**src/rtl/bot_view_pkg.sv**
```systemverilog
// bot_view_pkg
// Shared definitions for the viewport scroll controller:
//   - default window geometry (half window, largest offset, per-frame step)
//   - the controller state encoding
//   - clamp_target(): maps a bot location to a legal window offset
package bot_view_pkg;

  localparam int HALF_WIN_DEF = 32;
  localparam int MAX_OFF_DEF  = 192;
  localparam int STEP_DEF     = 4;

  typedef enum logic [1:0] {
    IDLE  = 2'd0,
    TRACK = 2'd1,
    SNAP  = 2'd2
  } view_state_t;

  // Centre the bot HALF_WIN cells into the window, but never scroll past
  // either edge of the map.
  function automatic logic [7:0] clamp_target(input logic [7:0] loc,
                                              input int half_win,
                                              input int max_off);
    int loc_i;
    loc_i = int'(loc);
    if (loc_i <= half_win) begin
      return 8'd0;
    end else if (loc_i >= max_off + half_win) begin
      return 8'(max_off);
    end else begin
      return 8'(loc_i - half_win);
    end
  endfunction

endpackage

```
**src/rtl/viewport_ctl_if.sv**
```systemverilog
// viewport_ctl_if
// Bundles the bot-location, video-timing and map-address signals of the
// viewport controller.
//   master : bot/video source side (drives locations, ticks, video address)
//   slave  : the controller (drives map address, offsets, busy)
interface viewport_ctl_if;

  logic        upd_sysregs;
  logic [7:0]  LocX;
  logic [7:0]  LocY;
  logic        follow_en;
  logic        recenter;
  logic        vid_frame_tick;
  logic [10:0] vid_row;
  logic [10:0] vid_col;
  logic [10:0] map_row;
  logic [10:0] map_col;
  logic [7:0]  off_x;
  logic [7:0]  off_y;
  logic        busy;

  modport master (
    output upd_sysregs, LocX, LocY, follow_en, recenter,
           vid_frame_tick, vid_row, vid_col,
    input  map_row, map_col, off_x, off_y, busy
  );

  modport slave (
    input  upd_sysregs, LocX, LocY, follow_en, recenter,
           vid_frame_tick, vid_row, vid_col,
    output map_row, map_col, off_x, off_y, busy
  );

endinterface

```
**src/rtl/viewport_ctl_axis.sv**
```systemverilog
// view_axis
// One scroll axis: target register, offset register, per-frame step/snap
// logic and the registered video-to-map address adder.
// Ports:
//   clk, reset     clock, async active-low reset
//   cap_en         capture a new target from loc this cycle
//   loc            bot location on this axis
//   tick           frame tick; offset may move only on this edge
//   snap           with tick: jump straight to target instead of stepping
//   vid_addr       video row/column address
//   off            current offset
//   at_target      offset equals target
//   map_addr       registered vid_addr + off (mod 2^11)
module view_axis
  import bot_view_pkg::*;
#(
  parameter int HALF_WIN = HALF_WIN_DEF,
  parameter int MAX_OFF  = MAX_OFF_DEF,
  parameter int STEP     = STEP_DEF
) (
  input  logic        clk,
  input  logic        reset,
  input  logic        cap_en,
  input  logic [7:0]  loc,
  input  logic        tick,
  input  logic        snap,
  input  logic [10:0] vid_addr,
  output logic [7:0]  off,
  output logic        at_target,
  output logic [10:0] map_addr
);

  localparam logic [7:0] STEP_W = 8'(STEP);

  logic [7:0]  target_q, target_d;
  logic [7:0]  off_q, off_d;
  logic [10:0] map_addr_q, map_addr_d;

  always_comb begin
    target_d = target_q;
    if (cap_en) begin
      target_d = clamp_target(loc, HALF_WIN, MAX_OFF);
    end
  end

  // The step always uses the target registered before this edge, so a
  // capture coinciding with a tick only takes effect on the next tick.
  always_comb begin
    off_d = off_q;
    if (tick) begin
      if (snap) begin
        off_d = target_q;
      end else if (target_q > off_q) begin
        off_d = ((target_q - off_q) > STEP_W) ? (off_q + STEP_W) : target_q;
      end else if (target_q < off_q) begin
        off_d = ((off_q - target_q) > STEP_W) ? (off_q - STEP_W) : target_q;
      end
    end
  end

  always_comb begin
    map_addr_d = vid_addr + {3'b000, off_q};
  end

  always_ff @(posedge clk or negedge reset) begin
    if (!reset) begin
      target_q   <= 8'd0;
      off_q      <= 8'd0;
      map_addr_q <= 11'd0;
    end else begin
      target_q   <= target_d;
      off_q      <= off_d;
      map_addr_q <= map_addr_d;
    end
  end

  assign off       = off_q;
  assign at_target = (off_q == target_q);
  assign map_addr  = map_addr_q;

endmodule

```
**src/rtl/viewport_ctl.sv**
```systemverilog
// viewport_ctl
// Viewport scroll controller: turns bot location updates into a map-window
// offset that glides toward its target by at most STEP per frame tick, or
// snaps to it on the tick after a recenter request.
// Ports:
//   clk    system clock
//   reset  async active-low reset
//   bus    viewport_ctl_if.slave: LocX/LocY/upd_sysregs/follow_en/recenter,
//          vid_frame_tick, vid_row/vid_col in; map_row/map_col, off_x/off_y,
//          busy out
//
// state | meaning
// IDLE  | both offsets at target, no snap pending
// TRACK | at least one offset still gliding toward its target
// SNAP  | recenter pending; next frame tick jumps to target
module viewport_ctl
  import bot_view_pkg::*;
#(
  parameter int HALF_WIN = HALF_WIN_DEF,
  parameter int MAX_OFF  = MAX_OFF_DEF,
  parameter int STEP     = STEP_DEF
) (
  input  logic           clk,
  input  logic           reset,
  viewport_ctl_if.slave  bus
);

  logic        snap_pend_q, snap_pend_d;
  view_state_t state_q, state_d;
  logic        cap_en;
  logic        at_x, at_y;
  logic        busy;

  assign cap_en = bus.upd_sysregs & bus.follow_en;

  // A recenter that arrives with a tick must survive that tick so the snap
  // lands on the following one.
  always_comb begin
    snap_pend_d = snap_pend_q;
    if (bus.recenter) begin
      snap_pend_d = 1'b1;
    end else if (bus.vid_frame_tick) begin
      snap_pend_d = 1'b0;
    end
  end

  // The axes act on snap_pend directly rather than on the lagging state so
  // a tick arriving right after a recenter still snaps.
  view_axis #(
    .HALF_WIN (HALF_WIN),
    .MAX_OFF  (MAX_OFF),
    .STEP     (STEP)
  ) u_axis_x (
    .clk       (clk),
    .reset     (reset),
    .cap_en    (cap_en),
    .loc       (bus.LocX),
    .tick      (bus.vid_frame_tick),
    .snap      (snap_pend_q),
    .vid_addr  (bus.vid_col),
    .off       (bus.off_x),
    .at_target (at_x),
    .map_addr  (bus.map_col)
  );

  view_axis #(
    .HALF_WIN (HALF_WIN),
    .MAX_OFF  (MAX_OFF),
    .STEP     (STEP)
  ) u_axis_y (
    .clk       (clk),
    .reset     (reset),
    .cap_en    (cap_en),
    .loc       (bus.LocY),
    .tick      (bus.vid_frame_tick),
    .snap      (snap_pend_q),
    .vid_addr  (bus.vid_row),
    .off       (bus.off_y),
    .at_target (at_y),
    .map_addr  (bus.map_row)
  );

  always_ff @(posedge clk or negedge reset) begin
    if (!reset) begin
      state_q     <= IDLE;
      snap_pend_q <= 1'b0;
    end else begin
      state_q     <= state_d;
      snap_pend_q <= snap_pend_d;
    end
  end

  always_comb begin
    state_d = IDLE;
    if (snap_pend_q) begin
      state_d = SNAP;
    end else if (!(at_x && at_y)) begin
      state_d = TRACK;
    end
  end

  always_comb begin
    busy = (state_q != IDLE);
  end

  assign bus.busy = busy;

endmodule

```
**src/flat_wrapper.sv**
```systemverilog
// flat-port wrapper written by rule: the top's interface ports become plain ports
module viewport_ctl_flat import bot_view_pkg::*;
#(
  parameter int HALF_WIN = HALF_WIN_DEF,
  parameter int MAX_OFF  = MAX_OFF_DEF,
  parameter int STEP     = STEP_DEF
)
  (clk, reset, bus_upd_sysregs, bus_LocX, bus_LocY, bus_follow_en, bus_recenter, bus_vid_frame_tick, bus_vid_row, bus_vid_col, bus_map_row, bus_map_col, bus_off_x, bus_off_y, bus_busy);
  viewport_ctl_if bus_i ();
  input  logic clk;
  input  logic reset;
  input wire logic [$bits(bus_i.upd_sysregs)-1:0] bus_upd_sysregs;
  input wire logic [$bits(bus_i.LocX)-1:0] bus_LocX;
  input wire logic [$bits(bus_i.LocY)-1:0] bus_LocY;
  input wire logic [$bits(bus_i.follow_en)-1:0] bus_follow_en;
  input wire logic [$bits(bus_i.recenter)-1:0] bus_recenter;
  input wire logic [$bits(bus_i.vid_frame_tick)-1:0] bus_vid_frame_tick;
  input wire logic [$bits(bus_i.vid_row)-1:0] bus_vid_row;
  input wire logic [$bits(bus_i.vid_col)-1:0] bus_vid_col;
  output wire logic [$bits(bus_i.map_row)-1:0] bus_map_row;
  output wire logic [$bits(bus_i.map_col)-1:0] bus_map_col;
  output wire logic [$bits(bus_i.off_x)-1:0] bus_off_x;
  output wire logic [$bits(bus_i.off_y)-1:0] bus_off_y;
  output wire logic [$bits(bus_i.busy)-1:0] bus_busy;
  assign bus_i.upd_sysregs = bus_upd_sysregs;
  assign bus_i.LocX = bus_LocX;
  assign bus_i.LocY = bus_LocY;
  assign bus_i.follow_en = bus_follow_en;
  assign bus_i.recenter = bus_recenter;
  assign bus_i.vid_frame_tick = bus_vid_frame_tick;
  assign bus_i.vid_row = bus_vid_row;
  assign bus_i.vid_col = bus_vid_col;
  assign bus_map_row = bus_i.map_row;
  assign bus_map_col = bus_i.map_col;
  assign bus_off_x = bus_i.off_x;
  assign bus_off_y = bus_i.off_y;
  assign bus_busy = bus_i.busy;
  viewport_ctl #(.HALF_WIN(HALF_WIN), .MAX_OFF(MAX_OFF), .STEP(STEP)) u_core (.clk(clk), .reset(reset), .bus(bus_i));
endmodule
```
**config.mk**
```make
export PLATFORM = sky130hd
export DESIGN_NAME = viewport_ctl_flat
export DESIGN_NICKNAME = d
export VERILOG_FILES = /design/src/rtl/bot_view_pkg.sv /design/src/rtl/viewport_ctl_if.sv /design/src/rtl/viewport_ctl_axis.sv /design/src/rtl/viewport_ctl.sv /design/src/flat_wrapper.sv
export SDC_FILE = /design/constraint.sdc
export NUM_CORES = 1
export LEC_CHECK = 0
export CAP_MARGIN = 15
export CORE_MARGIN = 4
export CORE_UTILIZATION = 40
export DETAILED_ROUTE_END_ITERATION = 10
export GPL_TIMING_DRIVEN = 0
export PLACE_DENSITY = 0.63
export SYNTH_ARGS = -nofsm -noshare
export SYNTH_HDL_FRONTEND = slang
export SYNTH_SLANG_ARGS = --single-unit
export TNS_END_PERCENT = 100
```
**constraint.sdc**
```tcl
create_clock -name clk -period 3.95 [get_ports clk]
set_clock_uncertainty 0.05 [all_clocks]
set_input_delay 0.79 -clock clk [delete_from_list [all_inputs] [get_ports clk]]
set_output_delay 0.79 -clock clk [all_outputs]
set_load 0.005 [all_outputs]
```
==> results of run 1 <==
-- stage by stage --
stage | power [mW] | utilization (%) | cell area (sq um) | worst slack, ns | std cells
final | 3.976 | 52.49 | 5715 | 0.3705 | 724
after global routing | 4.318 | 52.49 | 5715 | 0.1494 | 724
after CTS | 3.991 | 52.49 | 5715 | 0.4237 | 724
after detailed placement | 3.347 | 50.45 | 5493 | 0.4635 | 708
after global placement | 3.291 | 50.31 | 5478 | 0.2263 | 707
after floorplan | 2.555 | - | 4482 | 0.9307 | 485
-- cell usage after synthesis (3+ instances only) --
master    count
xnor2_1      20
nor2b_1      11
o211ai_1      4
nand2_1      32
a21oi_1      23
o22ai_1       8
inv_1        53
a31oi_1       3
o221ai_1      3
a22o_1       10
o21a_1        7
nor4_1        6
o21bai_1      4
clkbuf_1      6
nand4_1       3
xor2_1        8
o31ai_1       7
o211a_1       3
nand2b_1      5
a21o_1       17
dfrtp_1      57
nor2_1       19
mux2i_1       9
buf_2         3
nor3_1        8
a221oi_1      3
ha_1         54
a211oi_1      3
o21ai_0      21
nand3_1      15
a32oi_1       4
-- registers in the layout, summed over array words and instances, names as in the netlist --
signal                    flops
u_core.state_q                2
u_core.u_axis_x.off           8
u_core.u_axis_x.target_q      8
u_core.u_axis_x.map_addr     11
u_core.u_axis_y.map_addr     11
u_core.u_axis_y.target_q      8
u_core.snap_pend_q            1
u_core.u_axis_y.off           8
-- per-layer routing --
layer	track usage [%]	vias to the layer above
li1	-	1962
met1	24.46	1817
met2	26.78	117
met3	3.289	18
met4	6.334	0
met5	0	-
-- logic make-up (layout without fill, tap and decap cells) --
group / Yosys count / after routing / share of synthesized area [%]
XOR/XNOR: 28 / 28 / 5.472
AND/OR/NAND/NOR: 116 / 116 / 13.46
AO/OA/AOI/OAI: 151 / 151 / 24.57
flip-flops: 57 / 57 / 31.83
adder cells (fa/ha/maj): 56 / 56 / 15.97
multiplexers: 12 / 12 / 2.764
buffers and inverters: 65 / 164 / 5.946
-- area by class of cell --
type / instances / area share [%]
timing repair buffer: 83 / 14.62
sequential: 57 / 24.96
inverter: 53 / 3.481
multi-input combinational: 363 / 48.80
buffer: 12 / 1.182
clock buffer: 14 / 2.846
clock inverter: 2 / 1.051
tap: 140 / 3.065
-- power by group through the flow --
| stage | clock network, mW | logic (mW) | registers, mW |
|---|---|---|---|
| CTS | 0.639 | 2.38 | 0.975 |
| floorplan | 0 | 1.61 | 0.947 |
| detailed placement | 0 | 2.36 | 0.988 |
| global placement | 0 | 2.31 | 0.978 |
| finish | 0.621 | 2.38 | 0.973 |
| global route | 0.661 | 2.65 | 1.01 |
-- worst max path at each step --
stage	cells after the start	endpoint	slack, ns	startpoint
6_report	14	u_core.u_axis_x.off[6]	0.37	u_core.u_axis_x.off[4]
5_1_grt	13	u_core.u_axis_x.off[4]	0.15	u_core.u_axis_x.off[4]
4_1_cts	14	u_core.u_axis_x.off[6]	0.42	u_core.u_axis_x.off[4]
3_5_place_dp	14	u_core.u_axis_x.off[6]	0.46	u_core.u_axis_x.off[4]
3_3_place_gp	1	u_core.u_axis_y.target_q[0]	0.23	reset
2_1_floorplan	12	u_core.u_axis_y.off[3]	0.93	u_core.u_axis_y.off[2]
-- worst max-delay path, delay by kind of cell, from the launching register on --
family / cells / cell delay [ns]
AOI/OAI and AO/OA: 5 / 0.95
muxes: 1 / 0.35
and+or+nand+nor: 3 / 0.61
DFF: 1 / 0.43
adders and majority gates: 1 / 0.30
buffers and inverters: 4 / 0.79
==> summary.md, run 1 <==
| Metric | Value |
|---|---|
| Critical Path RT | `4.15 ns` |
| Cell Rows | `38` |
| Worst Tran Pin Value | `about 0.74 ns` |
| Final #Nets | `679` |
| Clock transition at path regs | `0.06 ns` |
| Die height | `between 100 and 150 um` |
| Top achievable clock speed | `0.2794 GHz` |
| Combinational share of power | `roughly 60%` |
| Synth area leader | `dfrtp_1` |
| Seq. cell area | `between 0.001 and 0.0015 sq mm` |
| Met3 routed WL | `around 570 um` |
| Sequential power share | `roughly a quarter` |
| Critical Path AT | `between 3 and 4 ns` |
| Number of flops mapped to enable cells by yosys | `0` |
| DP HPWL | `about 8700 um` |
| RSZ-0062 raised after global routing | `no` |
| Cells on worst reg2reg path | `14` |
| Max-slew violation count | `0` |
| Initial core utilization | `between 40% and 50%` |
| DRC | `0` |
| Psw | `roughly 1.6 mW` |
| Worst R2R Start | `u_core.u_axis_x.off[4]` |
| PostCTS Resize Cnt | `0` |
| Antenna Cells | `0` |
| Htree depth | `3` |
| 1st-iter DRT viols | `about 220` |
| RR Endpoint | `u_core.u_axis_x.off[6]` |
| Fin. Hold Viols | `0` |
| Vias in the first global route | `between 3000 and 4000` |
| Post-synthesis sequential area ratio | `31.83%` |
| Clock buffer count from CTS | `9` |
| Die W | `approximately 110 um` |
| CP endpoint kind | `register` |
| Synth unique cells | `slightly below 70` |
| CTS Root Cell | `clkbuf_8` |
| Routed met2 length | `4813 um` |
| Async S/R FF share, synth | `between 90% and 100%` |
| Global placer's final weighted congestion | `0.8634` |
| Number of fillers in the final layout | `just over 1000` |
| Wirelength per Cell | `15.12 um` |
| LEAKAGE | `between 2 and 3 nW` |
| Critical path cell sequence | `clkbuf_1 > inv_1 > ha_1 > buf_2 > and3_1 > o21ai_1 > a21boi_1 > nor4_2 > nor2_1 > a21o_1 > buf_2 > a21o_1 > mux2_1 > o22ai_1` |
| GRT Total Usage | `between 10% and 20%` |
| IO Pins | `between 80 and 90` |
| Final period util | `90.62%` |
| Share of cells above drive strength 1 | `roughly 6.3%` |
| Critical path type | `register to register` |
| Most common cell after layout, fill and taps aside | `clkdlybuf4s50_1` |
| Area used by multi-input combinational logic | `approximately 0.0028 sq mm` |
| Via count | `slightly below 4000` |
| First-pass GRT wire length | `approximately 18000 um` |
| Mapped Avg Cell Area | `slightly above 9 sq um` |
| Worst hold slack | `between 0.3 and 0.4 ns` |
| Critical path fanouts, max | `9` |
| Worst Hold Class | `primary input to async pin` |
| Core Area | `around 0.011 sq mm` |
| Crit-path max cell delay | `approximately 0.43 ns` |
| Total gr overflow | `0` |
| R2r setup slk | `0.37 ns` |
| Max clock buf depth | `2` |
| Mapped Area | `about 0.0045 sq mm` |
| Commonest cells after routing, fill and taps aside | `clkdlybuf4s50_1, dfrtp_1, ha_1, inv_1, nand2_1` |
| Synth area leaders | `dfrtp_1, ha_1, inv_1` |
| Cell Pwr Density | `between 600 and 700 mW/mm^2` |
| Clk_lat worst skew | `roughly 0.34 ns` |
| Syn-to-layout area delta | `27.53%` |
| Max Cap Violations | `0` |
| Rel. slew slack | `around half` |
| Clk pwr share | `15.6%` |
| Clk sink count | `57` |
| Dominant synthesized flop cell | `dfrtp_1` |
| DR pass1 iterations | `5` |
| Fin crit period | `3.580 ns` |
| Top cell type's share of synthesized area | `about a third` |
| Detail Route Antenna Nets | `0` |
| Startpoint types | `register` |
| CP max stage cell | `dfrtp_1` |
| Pin count of the biggest net entering global routing | `38` |
| Syn Nets | `585` |
| Hold_buf cts | `0` |
| Sw frac | `around two fifths` |
| # port buffers | `82` |
| Setup tns final | `0 ns` |
| Setup violators final | `0` |
| Yosys reg bits | `between 50 and 60` |
| DR top layer | `met4` |
| DIE AREA | `~0.013 sq mm` |
| CTS tree | `done` |
| Via/cell ratio | `between 5 and 6` |
| Setup bufs post-CTS | `0` |
| Synth Warn # | `0` |
| Peak VDD IR | `about 0.23 mV` |
| Status | `completed` |
| Routed wire length | `10950 um` |
| Initial antenna violation count | `0` |
| Internal cell power | `roughly 2.3 mW` |
| Wl on met1 | `around 5400 um` |
| Mapped Cells | `between 400 and 500` |
(Power assumes the default switching activity.)
==> inputs of run 2 (changes only) <==
CORE_UTILIZATION = 54   (was 40)
PLACE_DENSITY = 0.81   (was 0.63)
==> run 2 against run 1 <==
Against the previous run: sequential power hardly changed; critical path depth unchanged; combinational power about the same; global-route usage rose by 4.5 points; total power is 0.90% higher; worst setup slack worse by 0.061 ns; via count grew 2.7%; sequential share of layout area rose by 0.18 points; register-to-register slack got worse by 0.06 ns; cell count fell by 5.4%; critical endpoint unchanged.
==> summary.md, run 2 (same netlist as run 1, synthesis figures left out) <==
| Metric | Value |
|---|---|
| Status | `completed` |
| RR Endpoint | `u_core.u_axis_x.off[6]` |
| # port buffers | `slightly above 80` |
| Routed wire length | `10710 um` |
| DRC | `0` |
| DR pass1 iterations | `5` |
| Hold_buf cts | `0` |
| Startpoint types | `register` |
| Rel. slew slack | `a little under half` |
| Global placer's final weighted congestion | `~0.92` |
| Crit path launch | `u_core.u_axis_x.off[4]` |
| 1st-iter DRT viols | `between 200 and 250` |
| Initial antenna violation count | `0` |
| DIE AREA | `between 0.009 and 0.01 sq mm` |
| Antenna Cells | `0` |
| IO Pins | `83` |
| Clk sink count | `between 50 and 60` |
| Max clock buf depth | `2` |
| Critical path type | `register to register` |
| Most common cell after layout, fill and taps aside | `clkdlybuf4s50_1` |
| Worst Tran Pin Value | `0.8064 ns` |
| Die height | `99.10 um` |
| Cell Pwr Density | `706.9 mW/mm^2` |
| Critical path fanouts, max | `9` |
| Syn-to-layout area delta | `26.61%` |
| Setup tns final | `0 ns` |
| Pre-CTS setup slack | `a little over 0.5 ns` |
| Cell Rows | `32` |
| Clock buffer count from CTS | `9` |
| Pin count of the biggest net entering global routing | `36` |
| Vias in the first global route | `~3800` |
| Peak VDD IR | `about 0.29 mV` |
| Fin crit period | `roughly 3.6 ns` |
| Htree depth | `3` |
| PnR worst setup slack | `about 0.31 ns` |
| Detail Route Antenna Nets | `0` |
| Fin. Hold Viols | `0` |
| Die W | `around 99 um` |
| Final period util | `roughly 92%` |
| Share of cells above drive strength 1 | `6.518%` |
| Max-slew violation count | `0` |
| Setup bufs post-CTS | `0` |
| Critical Path AT | `~3.8 ns` |
| Commonest cells after routing, fill and taps aside | `clkdlybuf4s50_1, dfrtp_1, ha_1, inv_1, nand2_1` |
| Setup violators final | `0` |
| DP HPWL | `approximately 8300 um` |
| PostCTS Resize Cnt | `0` |
| Core Area | `approximately 0.0079 sq mm` |
| Util after Layout | `~70%` |
| CTS Root Cell | `clkbuf_8` |
| R2r setup slk | `just over 0.3 ns` |
| Via count | `around 4000` |
| First-pass GRT wire length | `about 18000 um` |
| Initial core utilization | `about 57%` |
| Via/cell ratio | `5.866` |
| Clock transition at path regs | `0.07 ns` |
| Max Cap Violations | `0` |
| Worst Hold Class | `primary input to async pin` |
| Final #Nets | `~680` |
| Clk_lat worst skew | `roughly 0.34 ns` |
| RSZ-0062 raised after global routing | `no` |
| Top achievable clock speed | `between 0.2 and 0.3 GHz` |
| Worst R2R Start | `u_core.u_axis_x.off[4]` |
| GRT Total Usage | `between 20 and 25%` |
| Cells on worst reg2reg path | `14` |
| Critical Path RT | `4.15 ns` |
| Wirelength per Cell | `15.64 um` |
| LEAKAGE | `around 2.6 nW` |
| CP endpoint kind | `register` |
| Total gr overflow | `0` |
| CTS tree | `done` |
-- run 2: cell count changes in the layout (fill, tap and decap cells not counted) --
cell / before / now
clkbuf_1: 9 / 7
clkbuf_8: 11 / 12
-- run 2: how the worst max path moves through the flow --
stage / end / slack [ns]
finish: u_core.u_axis_x.off[6] / 0.31
global route: u_core.u_axis_x.off[6] / 0.04
CTS: u_core.u_axis_x.off[6] / 0.44
detailed placement: u_core.u_axis_x.off[6] / 0.51
global placement: u_core.u_axis_x.map_addr[2] / 0.31
floorplan: u_core.u_axis_y.off[3] / 0.93
-- run 2: final cells by class --
type | count | area [sq um]
Multi-Input combinational cell | 363 | 2789
Tap cell | 102 | 127.6
Buffer | 12 | 67.56
Timing Repair Buffer | 83 | 835.8
Clock inverter | 2 | 60.06
Fill cell | 626 | 2213
Clock buffer | 13 | 168.9
Sequential cell | 57 | 1426
Inverter | 53 | 198.9
-- run 2: where the power goes --
group	internal [mW]	switching, mW
Combinational	1.18	1.22
Sequential	0.777	0.193
Clock	0.404	0.236
-- run 2: metal layers --
metal | GRT usage [%] | vias up | routed length [um]
li1 | - | 1954 | -
met1 | 30.17 | 1878 | 4920
met2 | 35.49 | 164 | 4831
met3 | 3.015 | 22 | 744
met4 | 7.878 | 0 | 218
met5 | 0 | - | 0
-- run 2: through the flow --
step                      hold WS (ns)  instance area (sq um)  power [mW]  std cells
final                           0.3863                   5674       4.011        685
after global routing            0.4398                   5674       4.316        685
after CTS                       0.3976                   5674       3.992        685
after detailed placement        0.4391                   5445       3.328        670
after global placement          0.4219                   5430       3.246        669
after floorplan                 0.3796                   4482       2.555        485
-- run 2: critical path, stage by stage (launching register included) --
cell and delay [ns]:
dfrtp_1 0.41, clkbuf_1 0.28, inv_1 0.16, ha_1 0.30, buf_2 0.18, and3_1 0.21, o21ai_1 0.10, a21boi_1 0.33
nor4_2 0.10, nor2_1 0.33, a21o_1 0.15, buf_2 0.19, a21o_1 0.31, mux2_1 0.35, o22ai_1 0.12
==> inputs of run 3 (changes only) <==
REMOVE_ABC_BUFFERS = 1   (was unset)
==> run 3 against run 2 <==
Against the previous run: non-clock buffer count shrank 12; combinational power shrank 2%; clock power shrank 11%; utilization shrank 1.2 points; critical path type unchanged.
==> summary.md, run 3 (same netlist as run 1, synthesis figures left out) <==
| Metric | Value |
|---|---|
| Sequential power share | `25.1%` |
| GRT Total Usage | `about 22%` |
| Internal cell power | `between 2 and 2.5 mW` |
| Clock buffer count from CTS | `9` |
| Setup violators final | `0` |
| First-pass GRT wire length | `between 15000 and 20000 um` |
| Via/cell ratio | `roughly 6` |
| Final #Nets | `approximately 670` |
| Clk_lat worst skew | `~0.34 ns` |
| PostCTS Resize Cnt | `0` |
| Core Area | `approximately 0.0079 sq mm` |
| Rel. slew slack | `a little over half` |
| Pre-CTS setup slack | `between 0.5 and 0.6 ns` |
| Crit path top cell by count | `a21o_1` |
| 1st-iter DRT viols | `around 210` |
| Crit path launch | `u_core.u_axis_x.off[4]` |
| DP HPWL | `8337 um` |
| Critical Path AT | `3.69 ns` |
| Most common cell after layout, fill and taps aside | `clkdlybuf4s50_1` |
| Die height | `99.10 um` |
| Share of cells above drive strength 1 | `under 10%` |
| Final period util | `around nine tenths` |
| PnR worst setup slack | `0.4571 ns` |
| Psw | `approximately 1.6 mW` |
| Fin crit period | `3.493 ns` |
| Cell Pwr Density | `roughly 700 mW/mm^2` |
| Max clock buf depth | `2` |
| Pin count of the biggest net entering global routing | `37` |
| CP endpoint kind | `register` |
| Critical path cell sequence | `inv_1 > ha_1 > and3_1 > o21ai_1 > a21boi_1 > nor4_2 > nor2_1 > a21o_1 > a21o_1 > mux2_1 > o22ai_1` |
| Cells on worst reg2reg path | `11` |
| CTS Root Cell | `clkbuf_8` |
| LEAKAGE | `roughly 2.6 nW` |
| Critical path type | `register to register` |
| Sw frac | `a little over two fifths` |
| Commonest cells after routing, fill and taps aside | `clkdlybuf4s50_1, dfrtp_1, ha_1, inv_1, nand2_1` |
| DIE AREA | `just under 0.01 sq mm` |
| Critical path fanouts, max | `9` |
| Critical Path RT | `slightly above 4 ns` |
| RSZ-0062 raised after global routing | `no` |
| CP max stage cell | `dfrtp_1` |
| Detail Route Antenna Nets | `0` |
| Setup bufs post-CTS | `0` |
| RR Endpoint | `u_core.u_axis_x.off[6]` |
| Status | `completed` |
| Max Cap Violations | `0` |
| Wirelength per Cell | `about 16 um` |
| Via count | `approximately 4000` |
| Die W | `99.10 um` |
| Clk sink count | `57` |
| CTS tree | `done` |
| Routed wire length | `10670 um` |
| Setup tns final | `0 ns` |
| R2r setup slk | `0.46 ns` |
| Peak VDD IR | `between 0.2 and 0.25 mV` |
| DR pass1 iterations | `4` |
| Worst Hold Class | `primary input to async pin` |
| Crit-path max cell delay | `0.54 ns` |
| IO Pins | `83` |
| Antenna Cells | `0` |
| Fin. Hold Viols | `0` |
| Max-slew violation count | `0` |
| Initial antenna violation count | `0` |
| Crit path to | `u_core.u_axis_x.off[6]` |
| Initial core utilization | `between 50% and 60%` |
| Top achievable clock speed | `0.2863 GHz` |
| Syn-to-layout area delta | `24.57%` |
| Global placer's final weighted congestion | `approximately 0.89` |
| # port buffers | `between 80 and 90` |
| Combinational share of power | `approximately three fifths` |
| Worst Tran Pin Value | `a little over 0.7 ns` |
| Vias in the first global route | `around 3900` |
| Startpoint types | `register` |
| Hold_buf cts | `0` |
| Htree depth | `3` |
| DRC | `0` |
| Worst R2R Start | `u_core.u_axis_x.off[4]` |
| Total gr overflow | `0` |
| Worst hold slack | `0.3664 ns` |
| Clock transition at path regs | `around 0.070 ns` |
| Cell Rows | `32` |
| Clk pwr share | `between 10% and 20%` |
==> run 3: metrics by stage <==
stage	utilization (%)	area (sq um)	instances	total power, mW
2_1_floorplan	-	4414	473	2.520
3_3_place_gp	67.99	5363	657	3.217
3_5_place_dp	68.18	5378	658	3.299
4_1_cts	70.78	5583	674	3.884
5_1_grt	70.78	5583	674	4.197
6_report	70.78	5583	674	3.892
==> run 3: power by group through the flow <==
| stage | Sequential (mW) | Clock, mW | Combinational (mW) |
|---|---|---|---|
| 2_1_floorplan | 0.953 | 0 | 1.57 |
| 3_3_place_gp | 0.979 | 0 | 2.24 |
| 3_5_place_dp | 0.989 | 0 | 2.31 |
| 4_1_cts | 0.976 | 0.572 | 2.34 |
| 5_1_grt | 1.01 | 0.596 | 2.59 |
| 6_report | 0.977 | 0.569 | 2.35 |
==> run 3: worst max-delay path, delay by kind of cell (launching register included) <==
kind | cells | cell delay, ns
and+or+nand+nor | 3 | 0.65
muxes | 1 | 0.36
adders and majority gates | 1 | 0.48
DFF | 1 | 0.54
buffers and inverters | 1 | 0.18
AOI/OAI and AO/OA | 5 | 1.14
==> run 3: per-layer routing <==
layer / GRT usage [%] / routed length (um) / share of wire [%]
met1: 30.45 / 4631 / 43
met2: 35.90 / 5000 / 47
met3: 3.436 / 882 / 8.3
met4: 7.143 / 151 / 1.4
met5: 0 / 0 / 0
==> run 3: worst min-delay path by stage <==
stage | start | end | slack [ns]
2_1_floorplan | u_core.u_axis_x.target_q[7] | u_core.u_axis_x.target_q[7] | 0.43
3_3_place_gp | u_core.u_axis_x.target_q[6] | u_core.u_axis_x.target_q[6] | 0.46
3_5_place_dp | u_core.u_axis_x.target_q[7] | u_core.u_axis_x.target_q[7] | 0.48
4_1_cts | reset | u_core.u_axis_y.target_q[2] | 0.38
5_1_grt | reset | u_core.u_axis_y.target_q[2] | 0.41
6_report | reset | u_core.u_axis_y.target_q[2] | 0.37
==> run 3: cell type report <==
| type | count | area [sq um] |
|---|---|---|
| timing repair buffer | 83 | 835.8 |
| clock inverter | 5 | 53.80 |
| sequential | 57 | 1426 |
| tap | 102 | 127.6 |
| clock buffer | 11 | 151.4 |
| inverter | 53 | 198.9 |
| fill | 618 | 2305 |
| multi-input combinational | 363 | 2789 |
